## src/rtl/mips_decode_pkg.sv

```systemverilog
// Shared MIPS decode constants: opcodes, instruction-class encoding and field widths.
package mips_decode_pkg;

    localparam int OPCODE_W = 6;
    localparam int REG_W    = 5;
    localparam int SHAMT_W  = 5;
    localparam int FUNCT_W  = 6;
    localparam int TARGET_W = 28;

    localparam logic [OPCODE_W-1:0] OP_RTYPE = 6'h00;
    localparam logic [OPCODE_W-1:0] OP_J     = 6'h02;
    localparam logic [OPCODE_W-1:0] OP_JAL   = 6'h03;
    localparam logic [OPCODE_W-1:0] OP_ANDI  = 6'h0C;
    localparam logic [OPCODE_W-1:0] OP_ORI   = 6'h0D;
    localparam logic [OPCODE_W-1:0] OP_XORI  = 6'h0E;
    localparam logic [OPCODE_W-1:0] OP_LUI   = 6'h0F;
    localparam logic [OPCODE_W-1:0] OP_COP1  = 6'h11;

    typedef enum logic [1:0] {
        CLASS_R    = 2'd0,
        CLASS_I    = 2'd1,
        CLASS_J    = 2'd2,
        CLASS_COP1 = 2'd3
    } instr_class_t;

    function automatic instr_class_t classify(input logic [OPCODE_W-1:0] opcode);
        case (opcode)
            OP_RTYPE:       return CLASS_R;
            OP_J, OP_JAL:   return CLASS_J;
            OP_COP1:        return CLASS_COP1;
            default:        return CLASS_I;
        endcase
    endfunction

endpackage

```

## src/rtl/signExtend.sv

```systemverilog
// Sign extender: replicates the immediate's top bit up to the output width.
module signExtend #(
    parameter int IN_W  = 16,
    parameter int OUT_W = 32
) (
    input  logic [IN_W-1:0]  immediate,
    output logic [OUT_W-1:0] extended
);

    assign extended = {{(OUT_W-IN_W){immediate[IN_W-1]}}, immediate};

endmodule

```

## src/rtl/if_id_decode.sv

```systemverilog
// IF/ID pipeline stage: two-entry skid buffer (main + skid) with combinational
// field decode of the main entry.
module if_id_decode
    import mips_decode_pkg::*;
#(
    parameter int WORD_W = 32,
    parameter int IMM_W  = 16
) (
    input  logic                clk,
    input  logic                rst_n,
    input  logic                in_valid,
    output logic                in_ready,
    input  logic [WORD_W-1:0]   in_instr,
    input  logic [WORD_W-1:0]   in_pc,
    input  logic                flush,
    output logic                out_valid,
    input  logic                out_ready,
    output logic [WORD_W-1:0]   out_pc,
    output logic [OPCODE_W-1:0] out_opcode,
    output logic [REG_W-1:0]    out_rs,
    output logic [REG_W-1:0]    out_rt,
    output logic [REG_W-1:0]    out_rd,
    output logic [SHAMT_W-1:0]  out_shamt,
    output logic [FUNCT_W-1:0]  out_funct,
    output logic [IMM_W-1:0]    out_imm16,
    output logic [WORD_W-1:0]   out_imm_ext,
    output logic [TARGET_W-1:0] out_target,
    output logic [1:0]          out_class
);

    logic              main_valid, main_valid_d;
    logic [WORD_W-1:0] main_instr, main_instr_d;
    logic [WORD_W-1:0] main_pc, main_pc_d;
    logic              skid_valid, skid_valid_d;
    logic [WORD_W-1:0] skid_instr, skid_instr_d;
    logic [WORD_W-1:0] skid_pc, skid_pc_d;
    logic              accept;
    logic [WORD_W-1:0] imm_sext;

    assign accept = in_valid & in_ready & ~flush;

    always_comb begin
        main_valid_d = main_valid;
        main_instr_d = main_instr;
        main_pc_d    = main_pc;
        skid_valid_d = skid_valid;
        skid_instr_d = skid_instr;
        skid_pc_d    = skid_pc;
        if (flush) begin
            main_valid_d = 1'b0;
            skid_valid_d = 1'b0;
        end else if (main_valid && !out_ready) begin
            if (accept) begin
                skid_valid_d = 1'b1;
                skid_instr_d = in_instr;
                skid_pc_d    = in_pc;
            end
        end else if (skid_valid) begin
            // older skid entry goes first to keep program order
            main_valid_d = 1'b1;
            main_instr_d = skid_instr;
            main_pc_d    = skid_pc;
            skid_valid_d = accept;
            if (accept) begin
                skid_instr_d = in_instr;
                skid_pc_d    = in_pc;
            end
        end else begin
            main_valid_d = accept;
            if (accept) begin
                main_instr_d = in_instr;
                main_pc_d    = in_pc;
            end
        end
    end

    always_ff @(posedge clk or negedge rst_n) begin
        if (!rst_n) begin
            main_valid <= 1'b0;
            main_instr <= '0;
            main_pc    <= '0;
            skid_valid <= 1'b0;
            skid_instr <= '0;
            skid_pc    <= '0;
            in_ready   <= 1'b0;
        end else begin
            main_valid <= main_valid_d;
            main_instr <= main_instr_d;
            main_pc    <= main_pc_d;
            skid_valid <= skid_valid_d;
            skid_instr <= skid_instr_d;
            skid_pc    <= skid_pc_d;
            in_ready   <= ~skid_valid_d;
        end
    end

    assign out_valid  = main_valid;
    assign out_pc     = main_pc;
    assign out_opcode = main_instr[31:26];
    assign out_rs     = main_instr[25:21];
    assign out_rt     = main_instr[20:16];
    assign out_rd     = main_instr[15:11];
    assign out_shamt  = main_instr[10:6];
    assign out_funct  = main_instr[5:0];
    assign out_imm16  = main_instr[IMM_W-1:0];
    assign out_target = {main_instr[25:0], 2'b00};
    assign out_class  = classify(main_instr[31:26]);

    signExtend #(
        .IN_W  (IMM_W),
        .OUT_W (WORD_W)
    ) u_sign_extend (
        .immediate (main_instr[IMM_W-1:0]),
        .extended  (imm_sext)
    );

    always_comb begin
        out_imm_ext = imm_sext;
        case (main_instr[31:26])
            OP_ANDI, OP_ORI, OP_XORI: out_imm_ext = {{(WORD_W-IMM_W){1'b0}}, main_instr[IMM_W-1:0]};
            OP_LUI:                   out_imm_ext = {main_instr[IMM_W-1:0], {(WORD_W-IMM_W){1'b0}}};
            default:                  out_imm_ext = imm_sext;
        endcase
    end

endmodule

```

## config.mk

```make
export PLATFORM = sky130hd
export DESIGN_NAME = if_id_decode
export DESIGN_NICKNAME = d
export VERILOG_FILES = /design/src/rtl/mips_decode_pkg.sv /design/src/rtl/signExtend.sv /design/src/rtl/if_id_decode.sv
export SDC_FILE = /design/constraint.sdc
export NUM_CORES = 1
export LEC_CHECK = 0
export BUFFER_PORTS_ARGS = -buffer_cell sky130_fd_sc_hd__buf_2
export CAP_MARGIN = 15
export CORE_MARGIN = 3
export CORE_UTILIZATION = 35
export CTS_BUF_LIST = sky130_fd_sc_hd__clkbuf_16
export CTS_CLUSTER_DIAMETER = 200
export CTS_CLUSTER_SIZE = 24
export DETAILED_ROUTE_END_ITERATION = 12
export HOLD_SLACK_MARGIN = 0.08
export SLEW_MARGIN = 20
export SYNTH_ARGS = -nofsm -noshare
export SYNTH_HDL_FRONTEND = slang
export SYNTH_HIERARCHICAL = 1
export SYNTH_SLANG_ARGS = --single-unit
```

## constraint.sdc

```tcl
create_clock -name clk -period 3.3 [get_ports clk]
set_input_delay 0.33 -clock clk [delete_from_list [all_inputs] [get_ports clk]]
set_output_delay 0.33 -clock clk [all_outputs]
set_load 0.02 [all_outputs]
```

== Yosys cells after proc, flatten, opt, wreduce, memory -nomap -nowiden ==
Index checks and enable logic that the tools add are counted.
Storage, ports and cells
  bits in registers: 131
  input bits: 69
  logic and storage cells: 48
  output and inout bits: 144
Cells by class
  bitwise operators: 5
  reductions and logical operators: 9
  mux-type cells: 19
  eq/ne operators: 8
Operators with widths (count)
  32-bit 2-to-1 mux: 10
  32-bit one-hot mux with 2 select lines: 1
  6-bit by 4-bit equality test with 1-bit output (second input constant): 4
  6-bit by 2-bit equality test with 1-bit output (second input constant): 2
  1-bit 2-to-1 mux: 7
  6-bit by 5-bit equality test with 1-bit output (second input constant): 1
  6-bit logical NOT: 1
  2-bit one-hot mux with 3 select lines: 1
  2-bit nonzero test: 2
  1-bit NOT: 3
  3-bit AND reduction: 1
  3-bit OR reduction: 1
  1-bit AND: 2
  2-bit inequality test (second input constant): 1
  2-bit AND reduction: 1
  2-bit OR reduction: 1
  1-bit logical AND: 1
  1-bit logical NOT: 1

== Logic depth before layout (Yosys ltp) ==
  depth in word-level cells: 6
  mapped depth: 5
  gate-level depth less buffers: 3

== By module ==
The synthesis kept the hierarchy.
Modules (own cells, without submodules)
  if_id_decode: sequential area each 3278.1 um^2, cells an instance 447, instances 1, area an instance 6543.8 um^2
  signExtend: sequential area each 0.0 um^2, cells an instance 32, instances 1, area an instance 240.2 um^2

== Least setup slack after synthesis ==
No wires, ideal clock.
  path kind: flip-flop to output port
  start point: reg main_instr[27]
  end point: out out_class[1]
  required time: 2970 ps
  buffers on the path: 0
  cell stages (with the launch flop): 3
  arrival: 1527 ps
  setup slack: 1443 ps
  path through: dfrtp_1 -> mux2_2 -> nor4_1
Between the ends
  word-level cells in the longest chain between the ends: 3
  elaborated cells on any way between the ends: 6
  classes of those cells: 3 x eq/ne; 1 x mux; 2 x reduce/logical
Ends and longest elaborated chain
  from (decl): RTL line if_id_decode.sv:32  | logic [WORD_W-1:0] main_instr, main_instr_d;
  from (signal assigned): RTL line if_id_decode.sv:88  | main_instr <= main_instr_d;
  6-bit by 2-bit equality test with 1-bit output: RTL line mips_decode_pkg.sv:27  | case (opcode)
  2-bit OR reduction: RTL line mips_decode_pkg.sv:27
  2-bit one-hot mux with 3 select lines (*): RTL line mips_decode_pkg.sv:27
  to (decl): RTL line if_id_decode.sv:28  | output logic [1:0] out_class
Mark *: on every way between the ends. The rest lies on a longest branch, timed or not.

== Worst setup path in the final report ==
  start point: reg main_instr[30]
  end point: out out_imm_ext[1]
Between the ends
  word-level cells in the longest chain between the ends: 3
  elaborated cells on any way between the ends: 6
  classes of those cells: 4 x eq/ne; 1 x mux; 1 x reduce/logical
Ends and longest elaborated chain
  6-bit by 4-bit equality test with 1-bit output: RTL line if_id_decode.sv:119  | case (main_instr[31:26])
  3-bit OR reduction: RTL line if_id_decode.sv:119
  32-bit one-hot mux with 2 select lines (*): RTL line if_id_decode.sv:119
  to (decl): RTL line if_id_decode.sv:26  | output logic [WORD_W-1:0] out_imm_ext,
Marked as above.

==> run summary <==
Setup TNS -> 0 ns
Gr ovfl total -> 0
Routed via count -> 4,175
Nets -> 683
Metal3 WL -> 1234 um
Int Power -> 0.004094 W
Row cnt -> 50
Die Width -> 145.2 um
Post-CTS sizing -> 0
Die Area -> 21,090 um2
Detailed Route Iter0 Violations -> 97
Status -> finished clean
Yosys reg bits -> 131
Post-DR wirelength/cell -> 17.05 um
Syn avg cell area -> 14.16 um2
PwrDens -> 753.4 nW/um2
Sw Share -> 0.3311
Seq pwr share -> 0.395
Clock power share -> 0.301
DRC -> 0
Synth warn -> 6
Final hold vios -> 0
Synthesized area -> 6784 um2
Setup Skew -> 0.005248 ns
Max-slew violations -> 0
Core Region -> 18,890 um2
Vias in the first global route -> 4,465
Met1 wire length -> 6480 um
Clock transition at path regs -> 0.06 ns
Most frequent cells in the layout -> buf_2, dfrtp_1, mux2_1, mux2_2, mux2_4
Share of layout cells above drive strength 1 -> 0.5662
Max Clock Freq -> 360.9 MHz
CTS H-Tree Depth -> 4
Area grow syn2layout -> 19.73%
TritonCTS buffer count -> 17
Clk_lat worst skew -> 0.41 ns
DP HPWL -> 10,670 um
First-pass GRT wire length -> 24,340 um
Final Setup Violations -> 0
DR pass1 iterations -> 4
HP Class -> in -> reg
RSZ-0062 raised after global routing -> no
Comb pwr share -> 0.304
Maximum fanout along the worst path -> 16
CP Data Arrival Time -> 2.44 ns
Fin crit period -> 2.771 ns
Post CTS Setup Buffer Count -> 0
Relative slew slack -> 0.4985
Initial core utilization -> 0.3591
Overall routing resource usage -> 0.1440
Buffers on Ports -> 210
Met2 Wirelength -> 7174 um
Root Buffer -> clkbuf_16
GPL Wtd Cong -> 0.7541
Setup CP Type -> reg -> out
Maximum vdd ir drop -> 0.3434 mV
Top routing layer used -> met5
Chip Height -> 145.2 um
Initial antenna violation count -> 4
TritonCTS clock tree -> built
Total power -> 0.006120 W
Crit path launch type -> flop
Critical Path End Type -> output pin
Sw Pwr -> 0.002026 W
IO Pins -> 213
Sequential cell area fraction in the yosys report -> 0.4832
Final core occ -> 0.4299
CTS sink cnt -> 131
Worst slew pin tran -> 0.7519 ns
Most common cell after layout, fill and taps aside -> buf_2
Lkg Pwr -> 3.884 nW
Detail Route Antenna Nets -> 0
Routed vias/inst -> 4.702
Cells after synthesis -> 479
Max-capacitance violation count -> 0
Clock Path Buffers -> 2
Yosys cell types -> 25
Final period util -> 0.8397
DRT Wirelength -> 15,140 um
Required time worst endpoint -> 2.97 ns
Largest net degree at the start of global routing -> 81
==> worst paths after layout <==
path | startpoint | end | slack (ns) | cells after the start
hold reg to reg | out_pc[23] | out_pc[23] | 0.48 | 1
max in group asynchronous | rst_n | skid_pc[21] | 1.99 | 3
setup reg to reg | skid_valid | skid_pc[31] | 1.12 | 3
setup / recovery | main_instr[30] | out_imm_ext[1] | 0.53 | 4
min in group asynchronous | rst_n | out_pc[14] | 0.53 | 2
hold / removal | in_instr[4] | skid_instr[4] | 0.14 | 2
==> worst max-delay path, cell delays in order, from the launching register on <==
cell,delay [ns]
dfrtp_1,0.42
nand4bb_1,0.63
a21oi_4,0.60
a22o_1,0.21
buf_2,0.16
==> power by group through the flow <==
stage	Clock, W	Combinational (W)	Sequential [W]
floorplan	0	0.00134	0.00256
global route	0.00198	0.00198	0.00248
finish	0.00184	0.00186	0.00242
detailed placement	0	0.00189	0.00243
global placement	0	0.00185	0.00240
CTS	0.00190	0.00189	0.00242
==> per-layer routing <==
metal | track usage | up-vias
met1 | 0.1641 | 2057
met2 | 0.2440 | 175
met5 | 0 | -
met3 | 0.06496 | 25
li1 | - | 1912
met4 | 0.04226 | 6
==> stage by stage <==
step	hold slack, ns	std cells	area, um2	worst slack [ns]
6_report	0.1406	888	8123	0.5291
5_1_grt	0.1210	888	8123	0.3738
4_1_cts	0.1200	887	8120	0.4977
3_5_place_dp	0.4225	854	7536	0.9620
3_3_place_gp	0.4218	854	7536	1.079
2_1_floorplan	0.03441	480	6788	1.443
==> synthesized netlist by cell type (all sizes together) <==
cell,count,area (um2)
or2,1,6.260
inv,2,7.510
nor4,2,12.51
nor2,1,11.26
nand4bb,1,11.26
o21ai,1,5.000
dfrtp,131,3278
nand2,4,15.01
buf,103,770.7
nor3b,1,7.510
a22o,32,280.3
nor2b,1,8.760
o2111ai,1,15.01
nor3,1,10.01
mux2,191,2293
and2,1,6.260
conb,1,3.750
mux2i,2,20.02
a21oi,2,21.27
==> sequential cells by signal (all words and copies together) (netlist names) <==
name and cells:
skid_valid 1, out_valid 1, out_pc 32, skid_pc 32
skid_instr 32, main_instr 32, in_ready 1
==> layout make-up <==
class | count | area [um2]
inverters | 2 | 7.507
repair buffers | 218 | 1182
multi-input cells | 244 | 2749
clock inverters | 15 | 148.9
fillers | 1766 | 10770
clock buffers | 17 | 425.4
well taps | 260 | 325.3
flip-flops and latches | 131 | 3282
diodes | 1 | 2.502
==> cells by family after synthesis <==
| logic type | Yosys count | synth area share |
|---|---|---|
| mux | 193 | 0.3410 |
| flops | 131 | 0.4832 |
| buf+inv | 105 | 0.1147 |
| compound gates | 36 | 0.04740 |
| simple gates | 13 | 0.01310 |
| other cells | 1 | 0.0005528 |
==> repair_timing <==
| action | CTS | global route |
|---|---|---|
| endpoints found under the setup margin | 0 | 0 |
| endpoints found under the hold margin | 79 | 0 |
| hold buffers | 1 | 0 |
(Power assumes the default switching activity.)
